===== src/rtl/loop_nest_sequencer_if.sv =====
// rtl/loop_nest_sequencer_if.sv - index tuple stream between loop sequencer and tile datapath
interface loop_nest_sequencer_if #(
    parameter int OW = 3,
    parameter int IW = 5
);
    logic          idx_valid;
    logic          idx_ready;
    logic [OW-1:0] outer_idx;
    logic [IW-1:0] inner_idx;
    logic          first_inner;
    logic          last_inner;
    logic          last_all;

    modport master (
        output idx_valid, outer_idx, inner_idx, first_inner, last_inner, last_all,
        input  idx_ready
    );

    modport slave (
        input  idx_valid, outer_idx, inner_idx, first_inner, last_inner, last_all,
        output idx_ready
    );
endinterface


===== src/rtl/loop_nest_sequencer.sv =====
// rtl/loop_nest_sequencer.sv - two-level outer x inner index sequencer with first/last flags
// Optional backpressure counter enabled by defining LOOP_SEQ_STALL_CNT_EN.
module loop_nest_sequencer #(
    parameter int OUTER_MAX = 7,
    parameter int INNER_MAX = 31,
    parameter int STALL_W   = 16,
    localparam int OW = $clog2(OUTER_MAX + 1),
    localparam int IW = $clog2(INNER_MAX + 1)
) (
    input  logic                   clk,
    input  logic                   rst,
    input  logic                   start_i,
    input  logic                   abort_i,
    input  logic [OW-1:0]          cfg_outer_last_i,
    input  logic [IW-1:0]          cfg_inner_last_i,
    output logic                   busy_o,
    output logic                   done_o,
    output logic [STALL_W-1:0]     stall_cycles_o,
    loop_nest_sequencer_if.master  idx_if
);
    typedef enum logic [1:0] {
        S_IDLE = 2'd0,
        S_RUN  = 2'd1,
        S_DONE = 2'd2
    } state_t;

    localparam logic [OW-1:0] OUTER_MAX_V = OW'(OUTER_MAX);
    localparam logic [IW-1:0] INNER_MAX_V = IW'(INNER_MAX);

    state_t        state_q, state_d;
    logic [OW-1:0] outer_q, outer_d, outer_last_q, outer_last_d, outer_cfg_c;
    logic [IW-1:0] inner_q, inner_d, inner_last_q, inner_last_d, inner_cfg_c;
    logic          last_inner_c, last_all_c, beat_c, accept_c;

    // Clamp only exists when the index width can express values above MAX.
    if (OUTER_MAX == (1 << OW) - 1) begin : g_outer_full
        assign outer_cfg_c = cfg_outer_last_i;
    end else begin : g_outer_clamp
        assign outer_cfg_c = (cfg_outer_last_i > OUTER_MAX_V) ? OUTER_MAX_V : cfg_outer_last_i;
    end

    if (INNER_MAX == (1 << IW) - 1) begin : g_inner_full
        assign inner_cfg_c = cfg_inner_last_i;
    end else begin : g_inner_clamp
        assign inner_cfg_c = (cfg_inner_last_i > INNER_MAX_V) ? INNER_MAX_V : cfg_inner_last_i;
    end

    assign last_inner_c = (inner_q == inner_last_q);
    assign last_all_c   = last_inner_c && (outer_q == outer_last_q);
    assign beat_c       = (state_q == S_RUN) && idx_if.idx_ready;
    assign accept_c     = (state_q == S_IDLE) && start_i && !abort_i;

    assign idx_if.idx_valid   = (state_q == S_RUN);
    assign idx_if.outer_idx   = outer_q;
    assign idx_if.inner_idx   = inner_q;
    assign idx_if.first_inner = (inner_q == '0);
    assign idx_if.last_inner  = last_inner_c;
    assign idx_if.last_all    = last_all_c;
    assign busy_o             = (state_q != S_IDLE);
    assign done_o             = (state_q == S_DONE);

    always_comb begin
        state_d      = state_q;
        outer_d      = outer_q;
        inner_d      = inner_q;
        outer_last_d = outer_last_q;
        inner_last_d = inner_last_q;
        case (state_q)
            S_IDLE: begin
                if (accept_c) begin
                    state_d      = S_RUN;
                    outer_last_d = outer_cfg_c;
                    inner_last_d = inner_cfg_c;
                    outer_d      = '0;
                    inner_d      = '0;
                end
            end
            S_RUN: begin
                if (abort_i) begin
                    state_d = S_IDLE;
                end else if (beat_c) begin
                    if (last_all_c) begin
                        state_d = S_DONE;
                    end else if (last_inner_c) begin
                        inner_d = '0;
                        outer_d = outer_q + OW'(1);
                    end else begin
                        inner_d = inner_q + IW'(1);
                    end
                end
            end
            S_DONE:  state_d = S_IDLE;
            default: state_d = S_IDLE;
        endcase
    end

    always_ff @(posedge clk) begin
        if (rst) begin
            state_q      <= S_IDLE;
            outer_q      <= '0;
            inner_q      <= '0;
            outer_last_q <= '0;
            inner_last_q <= '0;
        end else begin
            state_q      <= state_d;
            outer_q      <= outer_d;
            inner_q      <= inner_d;
            outer_last_q <= outer_last_d;
            inner_last_q <= inner_last_d;
        end
    end

`ifdef LOOP_SEQ_STALL_CNT_EN
    logic [STALL_W-1:0] stall_q, stall_d;

    // Saturating count of RUN cycles where the consumer withheld ready.
    always_comb begin
        stall_d = stall_q;
        if (accept_c) begin
            stall_d = '0;
        end else if ((state_q == S_RUN) && !idx_if.idx_ready && (stall_q != {STALL_W{1'b1}})) begin
            stall_d = stall_q + STALL_W'(1);
        end
    end

    always_ff @(posedge clk) begin
        if (rst) begin
            stall_q <= '0;
        end else begin
            stall_q <= stall_d;
        end
    end

    assign stall_cycles_o = stall_q;
`else
    assign stall_cycles_o = '0;
`endif
endmodule

===== src/flat_wrapper.sv =====
// flat-port wrapper written by rule: the top's interface ports become plain ports
module loop_nest_sequencer_flat 
#(
    parameter int OUTER_MAX = 7,
    parameter int INNER_MAX = 31,
    parameter int STALL_W   = 16,
    localparam int OW = $clog2(OUTER_MAX + 1),
    localparam int IW = $clog2(INNER_MAX + 1)
)
  (clk, rst, start_i, abort_i, cfg_outer_last_i, cfg_inner_last_i, busy_o, done_o, stall_cycles_o, idx_if_idx_valid, idx_if_outer_idx, idx_if_inner_idx, idx_if_first_inner, idx_if_last_inner, idx_if_last_all, idx_if_idx_ready);
  loop_nest_sequencer_if idx_if_i ();
  input  logic clk;
  input  logic rst;
  input  logic start_i;
  input  logic abort_i;
  input  logic [OW-1:0] cfg_outer_last_i;
  input  logic [IW-1:0] cfg_inner_last_i;
  output logic busy_o;
  output logic done_o;
  output logic [STALL_W-1:0] stall_cycles_o;
  output wire logic [$bits(idx_if_i.idx_valid)-1:0] idx_if_idx_valid;
  output wire logic [$bits(idx_if_i.outer_idx)-1:0] idx_if_outer_idx;
  output wire logic [$bits(idx_if_i.inner_idx)-1:0] idx_if_inner_idx;
  output wire logic [$bits(idx_if_i.first_inner)-1:0] idx_if_first_inner;
  output wire logic [$bits(idx_if_i.last_inner)-1:0] idx_if_last_inner;
  output wire logic [$bits(idx_if_i.last_all)-1:0] idx_if_last_all;
  input wire logic [$bits(idx_if_i.idx_ready)-1:0] idx_if_idx_ready;
  assign idx_if_idx_valid = idx_if_i.idx_valid;
  assign idx_if_outer_idx = idx_if_i.outer_idx;
  assign idx_if_inner_idx = idx_if_i.inner_idx;
  assign idx_if_first_inner = idx_if_i.first_inner;
  assign idx_if_last_inner = idx_if_i.last_inner;
  assign idx_if_last_all = idx_if_i.last_all;
  assign idx_if_i.idx_ready = idx_if_idx_ready;
  loop_nest_sequencer #(.OUTER_MAX(OUTER_MAX), .INNER_MAX(INNER_MAX), .STALL_W(STALL_W)) u_core (.clk(clk), .rst(rst), .start_i(start_i), .abort_i(abort_i), .cfg_outer_last_i(cfg_outer_last_i), .cfg_inner_last_i(cfg_inner_last_i), .busy_o(busy_o), .done_o(done_o), .stall_cycles_o(stall_cycles_o), .idx_if(idx_if_i));
endmodule

===== config.mk =====
export PLATFORM = sky130hd
export DESIGN_NAME = loop_nest_sequencer_flat
export DESIGN_NICKNAME = d
export VERILOG_FILES = /design/src/rtl/loop_nest_sequencer_if.sv /design/src/rtl/loop_nest_sequencer.sv /design/src/flat_wrapper.sv
export SDC_FILE = /design/constraint.sdc
export NUM_CORES = 1
export LEC_CHECK = 0
export CELL_PAD_IN_SITES_DETAIL_PLACEMENT = 0
export CELL_PAD_IN_SITES_GLOBAL_PLACEMENT = 1
export CORE_ASPECT_RATIO = 1.25
export CORE_MARGIN = 2
export CORE_UTILIZATION = 33
export CTS_CLUSTER_DIAMETER = 120
export DETAILED_ROUTE_END_ITERATION = 6
export PLACE_DENSITY_LB_ADDON = 0.1
export SLEW_MARGIN = 10
export SYNTH_ARGS = -nofsm -noshare
export SYNTH_HDL_FRONTEND = slang
export SYNTH_SLANG_ARGS = --single-unit

===== constraint.sdc =====
create_clock -name clk -period 4.9 [get_ports clk]
set_clock_uncertainty 0.2 [all_clocks]
set_input_delay 0.98 -clock clk [delete_from_list [all_inputs] [get_ports clk]]
set_output_delay 0.98 -clock clk [all_outputs]
set_load 0.02 [all_outputs]

== Word level (Yosys, flattened, before mapping) ==
Index checks and enable logic that the tools add are counted.

* Multipliers: 0
* Add/subtract/negate cells: 2
* Reductions and logical operators: 13
* Shift operators: 0
* Equality and inequality tests: 11
* Magnitude comparators: 0
* Bitwise logic cells: 0
* Multiplexer cells: 17
* Div/mod/pow operators: 0

{| class="wikitable"
|+ Operators with widths
! cell !! number
|-
| two-way mux 5 bit || 5
|-
| two-way mux 3 bit || 5
|-
| case mux 5 bit (2 select lines) || 1
|-
| two-way mux 2 bit || 4
|-
| inequality test 2 x 1 -> 1 bit (second input constant) || 3
|-
| inequality test 3 x 2 -> 1 bit (second input constant) || 2
|-
| case mux 3 bit (2 select lines) || 1
|-
| AND reduction 6 bit || 1
|-
| adder 5 x 1 -> 5 bit (second input constant) || 1
|-
| == test 5 bit || 1
|-
| zero test 5 bit || 1
|-
| AND reduction 5 bit || 1
|-
| logical AND 1 bit || 4
|-
| inequality test 2 bit (second input constant) || 2
|-
| case mux 2 bit (2 select lines) || 1
|-
| nonzero test 2 bit || 2
|-
| adder 3 x 1 -> 3 bit (second input constant) || 1
|-
| == test 3 bit || 1
|-
| AND reduction 3 bit || 1
|-
| == test 2 x 1 -> 1 bit (second input constant) || 1
|-
| == test 2 bit (second input constant) || 1
|-
| zero test 2 bit || 1
|-
| AND reduction 2 bit || 1
|-
| zero test 1 bit || 1
|}

* Logic and storage cells: 48
* Flip-flop bits (word level): 18
* ROM bits: 0
* Memory bits (writable): 0
* Latch bits: 0
* Memories kept: 0

== Longest topological paths before layout ==
* Depth after elaboration: 6
* Mapped depth: 7
* Gate-level depth less buffers: 6

== Least setup slack after synthesis ==
Ideal clock, no wire load.

* Path type: register to output
* Start point: register u_core.inner_q[3], in the netlist u_core.idx_if.inner_idx[3]
* End point: output idx_if_last_all
* Data required time: 3.720 ns
* Arrival time: 1.560 ns
* Path buffers: 1
* Cell stages (with the launch flop): 6
* Setup slack: 2.160 ns
* Cell sequence: dfxtp_1 buf_2 xor2_1 nor4_4 nand2_4 nor2_1

* Longest elaborated chain between the ends: 2

{| class="wikitable"
|+ Ends and longest elaborated chain
! what !! line !! source
|-
| from (decl) || loop_nest_sequencer.sv:32 || <nowiki>logic [IW-1:0] inner_q, inner_d, inner_last_q, inner_last_d, inner_cfg_c;</nowiki>
|-
| from (signal assigned) || loop_nest_sequencer.sv:107 || <nowiki>inner_q <= inner_d;</nowiki>
|-
| == test 5 bit || loop_nest_sequencer.sv:48 || <nowiki>assign last_inner_c = (inner_q == inner_last_q);</nowiki>
|-
| logical AND 1 bit || loop_nest_sequencer.sv:49 || <nowiki>assign last_all_c = last_inner_c && (outer_q == outer_last_q);</nowiki>
|-
| to (decl) || flat_wrapper.sv:26 || <nowiki>output wire logic [$bits(idx_if_i.last_all)-1:0] idx_if_last_all;</nowiki>
|}

Every way passes these cells.

== Worst setup path after layout ==
* Start point: register u_core.inner_q[2], in the netlist u_core.idx_if.inner_idx[2]
* End point: output idx_if_last_all

The elaborated chain is that of the path after synthesis.

==> flow_summary.yaml <==
grt:
  grt_use_met3_pct: 1.87
  grt_max_degree: 16
  grt_first_pass_wirelength_mm: 4.31
  use_met1_pct: 15.9
  grtUsageTotal_pct: 13.9
  antenna_found_initial: 0
  met2_usage_pct: 24.6
  grt_pass1_vias: 921
  top_usage_layer: "met2"
  gr-total-overflow: 0
logic_synthesis:
  synthTopCellsByArea: "dfxtp_1 32%, buf_4 11%, nand2_1 6.7%"
  synth_common_cells: "20 x nand2_1, 18 x dfxtp_1, 16 x buf_4"
  async_flop_share_pct: 0
  synth_top_area_cell: "dfxtp_1"
  synth_seq_area_share_pct: 32.0
  synth_most_common_cell: "nand2_1"
  synth_edf_count: 0
  synth_area_um2: 1130
  yosysWarnings: 0
  avgSynthCellArea_um2: 8.40
  ys_types: 41
  ys.flop_type: "dfxtp_1"
  synth_cells: 134
  synth_seq_cells: 18
  yosysTopAreaCellShare_pct: 32.0
detailed_routing:
  wl_per_cell_um: 13.7
  vias_per_cell: 4.98
  ant_nets: 0
  drc: 0
  routed_wl_mm: 2.68
  vias: 976
  firstDrtPassIters: 4
  drt_iter0_drc: 18
clocking:
  clk_latency_ns: 0.26
  path_clk_slew_ns: 0.08
  ctsHoldBuffers: 0
  htreeDepth: 1
  cts_tree: "yes"
  cts_root_buf: "clkbuf_8"
  cts_buffer_depth: 2
  cts_setup_buffers: 0
  cts.sinks: 18
  cts_resized: 0
  cts_made_buffers: 3
sta:
  final-setup-viol-count: 0
  fmax_ghz: 0.287
  worst_pin_slew_ns: 0.680
  setup_tns_ns: 0
  hold_viol: 0
  holdWs_ns: 0.270
  post-route-min-period_ns: 3.48
  finalCritPeriodShare_pct: 71.0
  max-slew-margin-rel_pct: 54.5
  slew_violations: 0
  grt_setup_unrepaired: "false"
critical_path:
  worstPathCellList: "xor2_2, nor4_4, nand2_4, nor2_1, clkdlybuf4s50_1"
  cpPeakStageDelay_ns: 0.62
  crit_fanout: 8
  r2r_start: "u_core.idx_if.inner_idx[2]"
  ff2ff_setup_slack_ns: 2.83
  crit_path_start_kind: "flip-flop"
  critPathKind: "reg -> out"
  reg2reg_depth: 5
  path_buf_inv: 1
  cp.arrival_ns: 2.30
  crit_family: "simple AND/OR/NAND/NOR gates"
  crit_slowest_cell: "clkdlybuf4s50_1"
  end_kind: "primary output"
  regToRegEndpoint: "u_core.idx_if.inner_idx[0]"
  worstPathRequired_ns: 3.72
die:
  die_h_um: 69.3
  die-area_um2: 3900
  start_util_pct: 34.9
  die_w_um: 56.3
  core_um2: 3220
  row_count: 23
  io-pin-count: 43
finish:
  diodes: 0
  regArea_um2: 360
  stdcell_count: 196
  fin_area_um2: 1400
  nets: 176
  area_growth_pct: 24.2
  fillerInstances: 351
  layout-drive-gt1-share_pct: 8.81
  multi_input_area_um2: 658
worst_hold_path:
  min_to: "u_core.outer_last_q[2]"
  hp-class: "reg -> reg"
  hold_path_depth: 2
  worstHoldStart: "u_core.outer_last_q[2]"
placement:
  gp_congestion: 0.785
  io_buffers: 26
  hpwl_mm: 2.02
  placed_cells: 192
  placed_area_um2: 1340
power:
  power.switching_uw: 107
  power.density_nw_per_um2: 256
  clkPwrFrac_pct: 35.5
  power.leakage_nw: 0.579
  p_comb_share_pct: 21.5
  netSwitchingFraction_pct: 29.8
  ir_drop_v: 0.000117
  p_int_uw: 251
  seq_power_share_pct: 43.0
run_status:
  status: "complete, no violations"
flow_run:
  maxCapViolCount: 0
-- cells in the final DEF, fill, tap and decap left out, types with 5 or more instances in the layout --
| master | count |
|---|---|
| a21oi_1 | 10 |
| clkdlybuf4s50_1 | 26 |
| conb_1 | 16 |
| dfxtp_1 | 18 |
| inv_1 | 5 |
| nand2_1 | 20 |
| nor2_1 | 7 |
| nor3_1 | 5 |
| xor2_1 | 6 |
-- logic make-up (layout without fill, tap and decap cells) --
group | after synthesis | in the layout | share of synthesized area (%)
AND/OR/NAND/NOR | 54 | 54 | 26.7
buffers and inverters | 25 | 35 | 14.6
AO/OA/AOI/OAI | 23 | 23 | 14.4
flip-flops | 18 | 18 | 32.0
XOR/XNOR | 8 | 8 | 6.89
adder cells (fa/ha/maj) | 3 | 3 | 3.33
multiplexers | 2 | 2 | 1.78
other | 1 | 16 | 0.333
-- power groups by stage --
stage	Clock [mW]	Sequential, mW	Combinational (mW)
global route	0.137	0.155	0.0829
CTS	0.131	0.154	0.0771
finish	0.127	0.154	0.0769
detailed placement	0	0.157	0.0770
floorplan	0	0.157	0.0581
global placement	0	0.157	0.0766
-- registers in the layout, summed over array words and instances (netlist names) --
register and count:
u_core.state_q 2, u_core.idx_if.outer_idx 3, u_core.outer_last_q 3, u_core.inner_last_q 5, u_core.idx_if.inner_idx 5
-- through the flow --
stage                     total power, mW  utilization (%)  setup WS (ns)
after detailed placement            0.234             41.7           1.70
after CTS                           0.362             43.4           1.42
after global placement              0.234             41.7           1.74
after global routing                0.374             43.4           1.30
after floorplan                     0.215                -           2.16
final                               0.358             43.4           1.42
-- final cells by class --
type | instances | share of cell area [%]
multi-input cells | 106 | 47.0
clock buffers | 4 | 3.94
flip-flops and latches | 18 | 25.8
inverters | 5 | 1.34
well taps | 37 | 3.31
repair buffers | 26 | 18.6
-- worst register-to-register path, cell delays in order (launching register included) --
cell     delay [ns]
dfxtp_1        0.53
xor2_2         0.14
nor4_4         0.44
a41oi_1        0.22
nor2_1         0.29
a22o_2         0.20
-- worst max path at each step --
stage	startpoint	to	slack (ns)	cells after the start
floorplan	u_core.idx_if.inner_idx[3]	idx_if_last_all	2.16	5
global placement	u_core.idx_if.inner_idx[2]	idx_if_last_all	1.74	5
detailed placement	u_core.idx_if.inner_idx[2]	idx_if_last_all	1.70	5
CTS	u_core.idx_if.inner_idx[2]	idx_if_last_all	1.42	5
global route	u_core.idx_if.inner_idx[2]	idx_if_last_all	1.30	5
finish	u_core.idx_if.inner_idx[2]	idx_if_last_all	1.42	5
-- routing by layer --
layer  up-vias  part of all wire, %
met2        38                   50
met4         0                  1.3
met1       455                   43
met3         2                  5.3
met5         -                    0
li1        481                    -
No activity file was read; power rests on OpenSTA's default activity.
